[src/rtl/sequence_generator_if.sv]
// Control and serial-stream bundle between a pattern requester and sequence_generator.
// The controller drives the request fields; the generator returns the qualified bit stream and status.
interface sequence_generator_if #(
  parameter int PAT_W = 4,
  parameter int CNT_W = 4,
  parameter int GAP_W = 3
);
  logic             start;
  logic [PAT_W-1:0] pattern;
  logic [CNT_W-1:0] reps;
  logic [GAP_W-1:0] gap;
  logic             abort;
  logic             data;
  logic             valid;
  logic             busy;
  logic             done;

  modport master (
    output start, pattern, reps, gap, abort,
    input  data, valid, busy, done
  );

  modport slave (
    input  start, pattern, reps, gap, abort,
    output data, valid, busy, done
  );
endinterface

[src/rtl/sequence_generator.sv]
// Serial pattern transmitter: shifts a latched pattern out MSB-first, repeated reps times
// with gap idle cycles in between; all outputs registered, first bit one cycle after accept.
module sequence_generator #(
  parameter int PAT_W = 4,
  parameter int CNT_W = 4,
  parameter int GAP_W = 3
) (
  input  logic                 clk,
  input  logic                 rst,
  sequence_generator_if.slave  bus
);

  localparam int IDX_W = (PAT_W > 1) ? $clog2(PAT_W) : 1;
  localparam logic [IDX_W-1:0] MSB_IDX = IDX_W'(PAT_W - 1);

  typedef enum logic [1:0] {
    IDLE = 2'd0,
    SEND = 2'd1,
    GAP  = 2'd2
  } state_t;

  state_t           state_q, state_d;
  logic [PAT_W-1:0] pat_q, pat_d;
  logic [CNT_W-1:0] reps_q, reps_d;
  logic [GAP_W-1:0] gap_q, gap_d;
  logic [GAP_W-1:0] gcnt_q, gcnt_d;
  logic [IDX_W-1:0] idx_q, idx_d;
  logic             data_q, data_d;
  logic             valid_q, valid_d;
  logic             busy_q, busy_d;
  logic             done_q, done_d;
  logic [IDX_W-1:0] idx_dec;

  assign idx_dec = idx_q - 1'b1;

  always_comb begin
    state_d = state_q;
    pat_d   = pat_q;
    reps_d  = reps_q;
    gap_d   = gap_q;
    gcnt_d  = gcnt_q;
    idx_d   = idx_q;
    data_d  = 1'b0;
    valid_d = 1'b0;
    busy_d  = 1'b0;
    done_d  = 1'b0;

    case (state_q)
      IDLE: begin
        if (bus.start && (bus.reps != '0)) begin
          pat_d   = bus.pattern;
          reps_d  = bus.reps;
          gap_d   = bus.gap;
          idx_d   = MSB_IDX;
          state_d = SEND;
          busy_d  = 1'b1;
          valid_d = 1'b1;
          data_d  = bus.pattern[PAT_W-1];
        end
      end

      SEND: begin
        // abort outranks both bit advance and normal completion
        if (bus.abort) begin
          state_d = IDLE;
        end else if (idx_q != '0) begin
          idx_d   = idx_dec;
          busy_d  = 1'b1;
          valid_d = 1'b1;
          data_d  = pat_q[idx_dec];
        end else if (reps_q == CNT_W'(1)) begin
          state_d = IDLE;
          done_d  = 1'b1;
        end else begin
          reps_d = reps_q - 1'b1;
          busy_d = 1'b1;
          if (gap_q != '0) begin
            state_d = GAP;
            gcnt_d  = gap_q;
          end else begin
            idx_d   = MSB_IDX;
            valid_d = 1'b1;
            data_d  = pat_q[PAT_W-1];
          end
        end
      end

      GAP: begin
        if (bus.abort) begin
          state_d = IDLE;
        end else if (gcnt_q == GAP_W'(1)) begin
          state_d = SEND;
          idx_d   = MSB_IDX;
          busy_d  = 1'b1;
          valid_d = 1'b1;
          data_d  = pat_q[PAT_W-1];
        end else begin
          gcnt_d = gcnt_q - 1'b1;
          busy_d = 1'b1;
        end
      end

      default: begin
        state_d = IDLE;
      end
    endcase
  end

  always_ff @(posedge clk or posedge rst) begin
    if (rst) begin
      state_q <= IDLE;
      pat_q   <= '0;
      reps_q  <= '0;
      gap_q   <= '0;
      gcnt_q  <= '0;
      idx_q   <= '0;
      data_q  <= 1'b0;
      valid_q <= 1'b0;
      busy_q  <= 1'b0;
      done_q  <= 1'b0;
    end else begin
      state_q <= state_d;
      pat_q   <= pat_d;
      reps_q  <= reps_d;
      gap_q   <= gap_d;
      gcnt_q  <= gcnt_d;
      idx_q   <= idx_d;
      data_q  <= data_d;
      valid_q <= valid_d;
      busy_q  <= busy_d;
      done_q  <= done_d;
    end
  end

  assign bus.data  = data_q;
  assign bus.valid = valid_q;
  assign bus.busy  = busy_q;
  assign bus.done  = done_q;

endmodule

[src/flat_wrapper.sv]
// flat-port wrapper written by rule: the top's interface ports become plain ports
module sequence_generator_flat 
#(
  parameter int PAT_W = 4,
  parameter int CNT_W = 4,
  parameter int GAP_W = 3
)
  (clk, rst, bus_start, bus_pattern, bus_reps, bus_gap, bus_abort, bus_data, bus_valid, bus_busy, bus_done);
  sequence_generator_if #(.PAT_W(PAT_W), .CNT_W(CNT_W), .GAP_W(GAP_W)) bus_i ();
  input  logic clk;
  input  logic rst;
  input wire logic [$bits(bus_i.start)-1:0] bus_start;
  input wire logic [$bits(bus_i.pattern)-1:0] bus_pattern;
  input wire logic [$bits(bus_i.reps)-1:0] bus_reps;
  input wire logic [$bits(bus_i.gap)-1:0] bus_gap;
  input wire logic [$bits(bus_i.abort)-1:0] bus_abort;
  output wire logic [$bits(bus_i.data)-1:0] bus_data;
  output wire logic [$bits(bus_i.valid)-1:0] bus_valid;
  output wire logic [$bits(bus_i.busy)-1:0] bus_busy;
  output wire logic [$bits(bus_i.done)-1:0] bus_done;
  assign bus_i.start = bus_start;
  assign bus_i.pattern = bus_pattern;
  assign bus_i.reps = bus_reps;
  assign bus_i.gap = bus_gap;
  assign bus_i.abort = bus_abort;
  assign bus_data = bus_i.data;
  assign bus_valid = bus_i.valid;
  assign bus_busy = bus_i.busy;
  assign bus_done = bus_i.done;
  sequence_generator #(.PAT_W(PAT_W), .CNT_W(CNT_W), .GAP_W(GAP_W)) u_core (.clk(clk), .rst(rst), .bus(bus_i));
endmodule
[config.mk]
export PLATFORM = sky130hd
export DESIGN_NAME = sequence_generator_flat
export DESIGN_NICKNAME = d
export VERILOG_FILES = /design/src/rtl/sequence_generator_if.sv /design/src/rtl/sequence_generator.sv /design/src/flat_wrapper.sv
export SDC_FILE = /design/constraint.sdc
export NUM_CORES = 1
export LEC_CHECK = 0
export ABC_AREA = 1
export CAP_MARGIN = 40
export CORE_ASPECT_RATIO = 0.6
export CORE_MARGIN = 4
export CORE_UTILIZATION = 45
export DETAILED_ROUTE_END_ITERATION = 8
export DONT_BUFFER_PORTS = 1
export GPL_ROUTABILITY_DRIVEN = 0
export PLACE_DENSITY = 0.72
export SLEW_MARGIN = 0
export SYNTH_ARGS = -nofsm -noshare
export SYNTH_HDL_FRONTEND = slang
export SYNTH_SLANG_ARGS = --single-unit
export TNS_END_PERCENT = 100
[constraint.sdc]
create_clock -name clk -period 3.1 [get_ports clk]
set_input_delay 0.62 -clock clk [delete_from_list [all_inputs] [get_ports clk]]
set_output_delay 0.62 -clock clk [all_outputs]
set_load 0.03 [all_outputs]
---- After elaboration in Yosys (flattened, before gate mapping) ----
Index checks and enable logic that the tools add are counted.
Widths: inputs -> output; s select.
operators by class
  multiplexer cells ....................... 55
  reductions and logical operators ........ 13
  $add $sub $neg .......................... 3
  equality and inequality tests ........... 17
  magnitude comparators ................... 1
operators with widths
  operator             number
  $mux 2               14
  $mux 1               23
  $mux 3               6
  $mux 4               4
  $reduce_and 7->1     2
  $pmux 2 s3           2
  $ne 2x2->1 const B   5
  $ne 3x2->1 const B   3
  $pmux 1 s3           3
  $pmux 4 s2           1
  $ne 2x1->1 const B   3
  $pmux 3 s2           1
  $reduce_bool 2->1    3
  $reduce_bool 3->1    2
  $reduce_and 5->1     1
  $eq 4x1->1 const B   1
  $ne 4x2->1 const B   1
  $reduce_and 4->1     1
  $reduce_bool 4->1    1
  $sub 4x1->4 const B  1
  $eq 3x1->1 const B   1
  $lt 2x3->1 const B   1
  $ne 3x3->1 const B   1
  $sub 3x1->3 const B  1
  7 further kinds      7
word-level totals
  flip-flop bits (word level) ............. 22
  output and inout port bits .............. 4
  input port bits ......................... 15
  logic and storage cells ................. 99

---- Depth between registers and ports, before layout ----
Gate-level depths: netlist of run 1.
  word-level depth ........................ 6
  mapped depth ............................ 10
  depth with buffers taken out ............ 10

---- Worst setup path before layout of run 1 ----
Ideal clock, no wire load.
  kind .................................... reg2reg
  start point ............................. register u_core.idx_q[0]
  end point ............................... register u_core.gcnt_q[0]
  required time ........................... 2.983 ns
  slack ................................... 1.780 ns
  stages on the path, launching flop included .. 10
  buffers on the path ..................... 0
  clock period less this slack ............ 1.320 ns
  library setup time ...................... 0.117 ns
  arrival ................................. 1.203 ns
  path through ............................ dfrtp_1 -> inv_1 -> ha_1 -> inv_2 -> nor2_1 -> o21ai_1 -> nor2_4 -> nand2_4 -> nand2_1 -> nand2_1
on the way
  cells in the longest elaborated chain, start to end .. 3
ends and longest elaborated chain
  element                     line                       text
  from (decl)                 sequence_generator.sv:27   logic [IDX_W-1:0] idx_q, idx_d;
  from (signal assigned)      sequence_generator.sv:127  idx_q <= idx_d;
  $reduce_bool 2->1           sequence_generator.sv:66   end else if (idx_q != '0) begin
  $ne 2x2->1 (no line)        n/a
  $reduce_and 7->1 (no line)  n/a
  to (signal assigned)        sequence_generator.sv:126  gcnt_q <= gcnt_d;
  to (decl)                   sequence_generator.sv:26   logic [GAP_W-1:0] gcnt_q, gcnt_d;
Every way passes these cells.
A chain may end at the register's enable or synchronous reset.

---- Final worst setup path of run 1 ----
  start point ............................. register u_core.reps_q[1]
  end point ............................... register u_core.reps_q[0]
on the way
  cells in the longest elaborated chain, start to end .. 3
ends and longest elaborated chain
  element                     line                       text
  from (decl)                 sequence_generator.sv:24   logic [CNT_W-1:0] reps_q, reps_d;
  from (signal assigned)      sequence_generator.sv:124  reps_q <= reps_d;
  $eq 4x1->1                  sequence_generator.sv:71   end else if (reps_q == CNT_W'(1)) begin
  $ne 2x2->1 (no line)        n/a
  $reduce_and 5->1 (no line)  n/a
Every way passes these cells.

==> results.ini, run 1 <==
[status]
status = complete, no violations

[floorplanning]
core-area_sq_um = 2610
die_w_microns = 77.0
num_rows = 14
io_pins = 19
initial_utilization = 0.493
die-area_sq_um = 3810
fp.dieH_microns = 49.4

[clocking]
clock-root-buffer = clkbuf_8
clock_sinks = 22
cts_htree_levels = 1
cts_tree = done
path_clk_slew_ns = 0.08
clock_latency_ns = 0.26
cts_setup_buffers = 0
cts-hold-fix-buffers = 0
cts_buffer_depth = 2
cts_resized = 0
cts_buffers = 3

[layout]
n_antenna_cell = 0
final_nets = 188
multi_input_area_sq_um = 628
finish.utilization = 0.535
area_delta_synth_final_pct = 8.66
fillers = 255
seqCellArea_sq_um = 551
drive_above_1_share = 0.174

[place]
io_buffers = 0
dp_hpwl_microns = 2000

[synthesis]
yosysWarningCount = 0
synth_cells = 163
syn_nets = 183
synth.top_cell.area_share = 0.428
seq_area_frac_synth = 0.428
avgSynthCellArea_sq_um = 7.89
synth-seq-cells = 22
yosysUniqueCellTypes = 24
async_flop_share = 1.00
syn_area_sq_um = 1290
synth.top_cells.by_area = dfrtp_1 (43%), nand2_1 (14%), inv_1 (5.5%)
netlist.top_cell.by_area = dfrtp_1
ys.flop_type = dfrtp_1
synth-edff-count = 0

[critical_path]
start_kind = register
end_kind = register
required_ns = 3.24
cp_max_fo = 7
reg2reg_depth = 7
worstPathArrival_ns = 1.61
crit_type = reg -> reg

[sta]
timing.final.crit_share = 0.475
max_freq_mhz = 680
hold_violations = 0
worst_slew_pin_slew_ns = 0.286
grt_setup_unrepaired = no
clock-skew-final_ns = 0.00249
max-slew-margin-rel = 0.810
min_period_ns = 1.47
finalMaxSlewViolations = 0
tns_ns = 0
setup_viol = 0

[global_route]
antenna_found_initial = 0
track_usage = 0.141
grt_pass1_vias = 909
grt_pass1_wl_microns = 4350
overflow = 0
grt_max_degree = 23

[route]
num_vias = 999
drc = 0
drt.antenna.violating_nets = 0
via_per_inst = 5.02
firstDrtPassIters = 4
wl_microns = 2550
wl_per_cell_microns = 12.8
drt_iter0_drc = 32

[power]
leakage_uw = 0.000724
power_density_nw_per_um2 = 1030
ir_drop_mv = 0.575

[run]
maxCapViolations = 0

[hold_path]
hold_path_class = in -> async

-- area by class of cell --
| cell class | instances | area share |
|---|---|---|
| Timing Repair Buffer | 1 | 0.0197 |
| Inverter | 25 | 0.0689 |
| Clock buffer | 4 | 0.0394 |
| Multi-Input combinational cell | 115 | 0.449 |
| Sequential cell | 22 | 0.394 |
| Tap cell | 32 | 0.0286 |
-- metal layers --
layer  vias up  global-route usage  wire [microns]
met4         0              0.0237              12
met5         -                   0               0
li1        518                   -               -
met3         2              0.0443             146
met2        22               0.211            1080
met1       457               0.203            1310
-- metrics by stage --
| step | std cells | setup WS (ns) | power (uW) | hold slack (ns) | instance area [sq um] |
|---|---|---|---|---|---|
| final | 199 | 1.63 | 1440 | 0.297 | 1400 |
| after global routing | 199 | 1.42 | 1570 | 0.314 | 1400 |
| after CTS | 198 | 1.62 | 1440 | 0.437 | 1370 |
| after detailed placement | 194 | 1.64 | 1230 | 0.461 | 1320 |
| after global placement | 194 | 1.65 | 1200 | 0.457 | 1320 |
| after floorplan | 163 | 1.78 | 1100 | 0.442 | 1290 |
-- path summary, 6_finish.rpt --
| kind | start | end | slack (ns) |
|---|---|---|---|
| max | u_core.reps_q[1]$_DFFE_PP0P_ | u_core.reps_q[0]$_DFFE_PP0P_ | 1.63 |
| min | rst | u_core.bus.data$_DFF_PP0_ | 0.30 |
| max reg2reg | u_core.reps_q[1]$_DFFE_PP0P_ | u_core.reps_q[0]$_DFFE_PP0P_ | 1.63 |
| min reg2reg | u_core.gcnt_q[1]$_DFFE_PP0P_ | u_core.gcnt_q[1]$_DFFE_PP0P_ | 0.48 |
| max in group asynchronous | rst | u_core.reps_q[3]$_DFFE_PP0P_ | 2.66 |
| min in group clk | bus_gap[1] | u_core.gap_q[1]$_DFFE_PP0N_ | 0.47 |
-- logic make-up after synthesis --
logic type               after synthesis  share of synthesized area
adder cells (fa/ha/maj)                5                     0.0486
AO/OA/AOI/OAI                         21                     0.0914
XOR/XNOR                               1                    0.00681
AND/OR/NAND/NOR                       88                      0.341
buffers and inverters                 26                     0.0837
flip-flops                            22                      0.428
-- cells in the mapped netlist (3+ instances only) --
library cell,number
o21ai_0,13
nand2_4,3
nor2_1,9
nand3_1,12
ha_1,5
inv_1,19
nor2_4,4
nand2_1,49
dfrtp_1,22
nand2_2,5
inv_2,5
-- state kept, by name (all words and copies together) (netlist names) --
name	flops
u_core.bus.done	1
u_core.pat_q	4
u_core.gap_q	3
u_core.gcnt_q	3
u_core.bus.busy	1
u_core.state_q	2
u_core.idx_q	2
u_core.reps_q	4
u_core.bus.valid	1
u_core.bus.data	1
-- power breakdown --
part | leakage (uW) | switching [uW] | internal [uW]
clock | 0.0000288 | 90.5 | 113
combinational | 0.000421 | 437 | 246
sequential | 0.000275 | 134 | 417
-- worst max-delay path, stage by stage (launching register included) --
cell,delay [ns]
dfrtp_1,0.36
inv_1,0.10
ha_1,0.20
nand3_1,0.22
nand3_1,0.20
nand2_2,0.11
nand2_1,0.07
o21ai_0,0.09
-- placed cells by master, fill, tap and decap left out, types with 2 or more instances in the layout --
master and n:
o21ai_2 2, o21bai_1 2, o21ai_1 2, nand2_4 3, nand3_1 12, inv_2 5, ha_1 5, clkbuf_8 4
dfrtp_1 22, nand2_2 5, o21ai_0 13, nor2_4 4, nor2_1 9, nand2_1 49, inv_1 19, a21oi_1 2
No activity file was read; power rests on OpenSTA's default activity.
==> run 2: changes to the inputs <==
Clock period 3.1 ns to 1.5 ns, I/O delays scaled along.
==> run 2 against run 1 <==
- sequential power is 100% higher
- wire length is 1.5% lower
- count of clock-buffer cells in the layout stayed put
==> results.ini, run 2 (synthesized netlist as in run 1, its figures left out) <==
[power]
pwr-share-seq = 0.372
power.share.clock = 0.139
power_uw = 3020
ir_drop_mv = 0.868
power_switching_uw = 1380
power_frac_comb = 0.489
leakage_uw = 0.000731
power_density_nw_per_um2 = 2140
p_sw_frac = 0.457
internal-power_uw = 1640

[sta]
setup_slack_ns = 0.109
max_freq_mhz = 719
setup_viol = 0
finalMaxSlewViolations = 0
min_period_ns = 1.39
timing.final.crit_share = 0.927
clock-skew-final_ns = 0.00194
hold_violations = 0
max-slew-margin-rel = 0.797
worst_slew_pin_slew_ns = 0.305

[layout]
final_nets = 191
area_delta_synth_final_pct = 9.63
final_cell_mix = nand2_1 (49), dfrtp_1 (22), inv_1 (19)
finalInstanceArea_sq_um = 1410
n_antenna_cell = 0
final_common_cell = nand2_1
drive_above_1_share = 0.194
fillers = 244
largest_registers = u_core.pat_q (4), u_core.reps_q (4)

[floorplanning]
die-area_sq_um = 3810
fp.dieH_microns = 49.4
initial_utilization = 0.493
num_rows = 14
die_w_microns = 77.0
core-area_sq_um = 2610
io_pins = 19

[clocking]
clock-root-buffer = clkbuf_8
cts_buffers = 3
cts_tree = done
cts_htree_levels = 1
clock_latency_ns = 0.26
clock_sinks = 22
cts_buffer_depth = 2
path_clk_slew_ns = 0.08

[route]
num_vias = 1022
drt.antenna.violating_nets = 0
drt_iter0_drc = 34
via_per_inst = 5.06
drc = 0
wl_per_cell_microns = 12.4
firstDrtPassIters = 4
wl_microns = 2510

[critical_path]
required_ns = 1.65
crit_type = reg -> reg
cp_max_fo = 4
start_kind = register
reg2reg_slack_ns = 0.11
rr_endpoint = u_core.bus.data$_DFF_PP0_
end_kind = register
crit_start = u_core.idx_q[0]$_DFFE_PP0P_
reg2reg_depth = 9
worstSetupEndpoint = u_core.bus.data$_DFF_PP0_
r2r-start = u_core.idx_q[0]$_DFFE_PP0P_
worstPathArrival_ns = 1.54

[status]
status = complete, no violations

[place]
placed_area_sq_um = 1330
dp_hpwl_microns = 1970
post-place-ws_ns = 0.100
io_buffers = 0

[global_route]
track_usage = 0.145
overflow = 0
antenna_found_initial = 0
grt_max_degree = 23
grt_pass1_wl_microns = 4270
grt_pass1_vias = 947

[hold_path]
hold_path_class = in -> reg

[run]
maxCapViolations = 0

-- run 2: changes by cell type in the layout (fill, tap and decap cells not counted), sizes merged --
cell	previous run	this run
buf	1	3
dlygate4sd3	0	1
-- run 2: timing repair --
action                                 4_1_cts  5_1_grt
hold buffers                                 1        0
gates resized for setup                      0        3
setup buffers                                0        1
endpoints found under the hold margin       22        0
setup endpoints to repair                    0       11
-- run 2: area by class of cell --
| type | instances | area (sq um) | area share |
|---|---|---|---|
| Clock buffer | 4 | 55.1 | 0.0390 |
| Sequential cell | 22 | 551 | 0.390 |
| Multi-Input combinational cell | 115 | 636 | 0.451 |
| Timing Repair Buffer | 4 | 32.5 | 0.0231 |
| Tap cell | 32 | 40.0 | 0.0284 |
| Inverter | 25 | 96.3 | 0.0683 |
-- run 2: per-stage QoR --
stage	hold slack (ns)	instances	TNS, ns	utilization
5_1_grt	0.140	202	-0.0249	0.540
2_1_floorplan	0.289	163	0	-
3_5_place_dp	0.250	196	0	0.510
4_1_cts	0.140	201	0	0.535
3_3_place_gp	0.242	196	0	0.510
6_report	0.147	202	0	0.540
-- run 2: how the worst min path moves through the flow --
stage | endpoint | slack [ns] | cells past startpoint | start
5_1_grt | u_core.gap_q[0]$_DFFE_PP0N_ | 0.14 | 2 | bus_gap[0]
3_5_place_dp | u_core.bus.busy$_DFF_PP0_ | 0.25 | 2 | rst
2_1_floorplan | u_core.bus.busy$_DFF_PP0_ | 0.29 | 1 | rst
6_report | u_core.gap_q[0]$_DFFE_PP0N_ | 0.15 | 2 | bus_gap[0]
3_3_place_gp | u_core.gap_q[2]$_DFFE_PP0N_ | 0.24 | 2 | rst
4_1_cts | u_core.gap_q[0]$_DFFE_PP0N_ | 0.14 | 2 | bus_gap[0]
-- run 2: worst max-delay path, stage by stage (launching register included) --
cell     delay [ns]
dfrtp_1        0.39
inv_1          0.08
ha_1           0.31
inv_1          0.08
a21oi_1        0.12
o21ai_1        0.08
nand2_1        0.06
nand2_1        0.04
nand3_1        0.06
nand2_1        0.07
-- run 2: power groups by stage --
stage	clock network [uW]	logic (uW)	registers, uW
floorplan	0	1190	1090
global placement	0	1370	1130
detailed placement	0	1420	1140
CTS	442	1430	1130
global route	470	1690	1150
finish	422	1480	1120
-- run 2: routing by layer --
metal	global-route usage	vias up	wire length (microns)
li1	-	526	-
met1	0.188	476	1210
met2	0.212	15	1130
met3	0.0554	5	132
met4	0.0680	0	42
met5	0	-	0
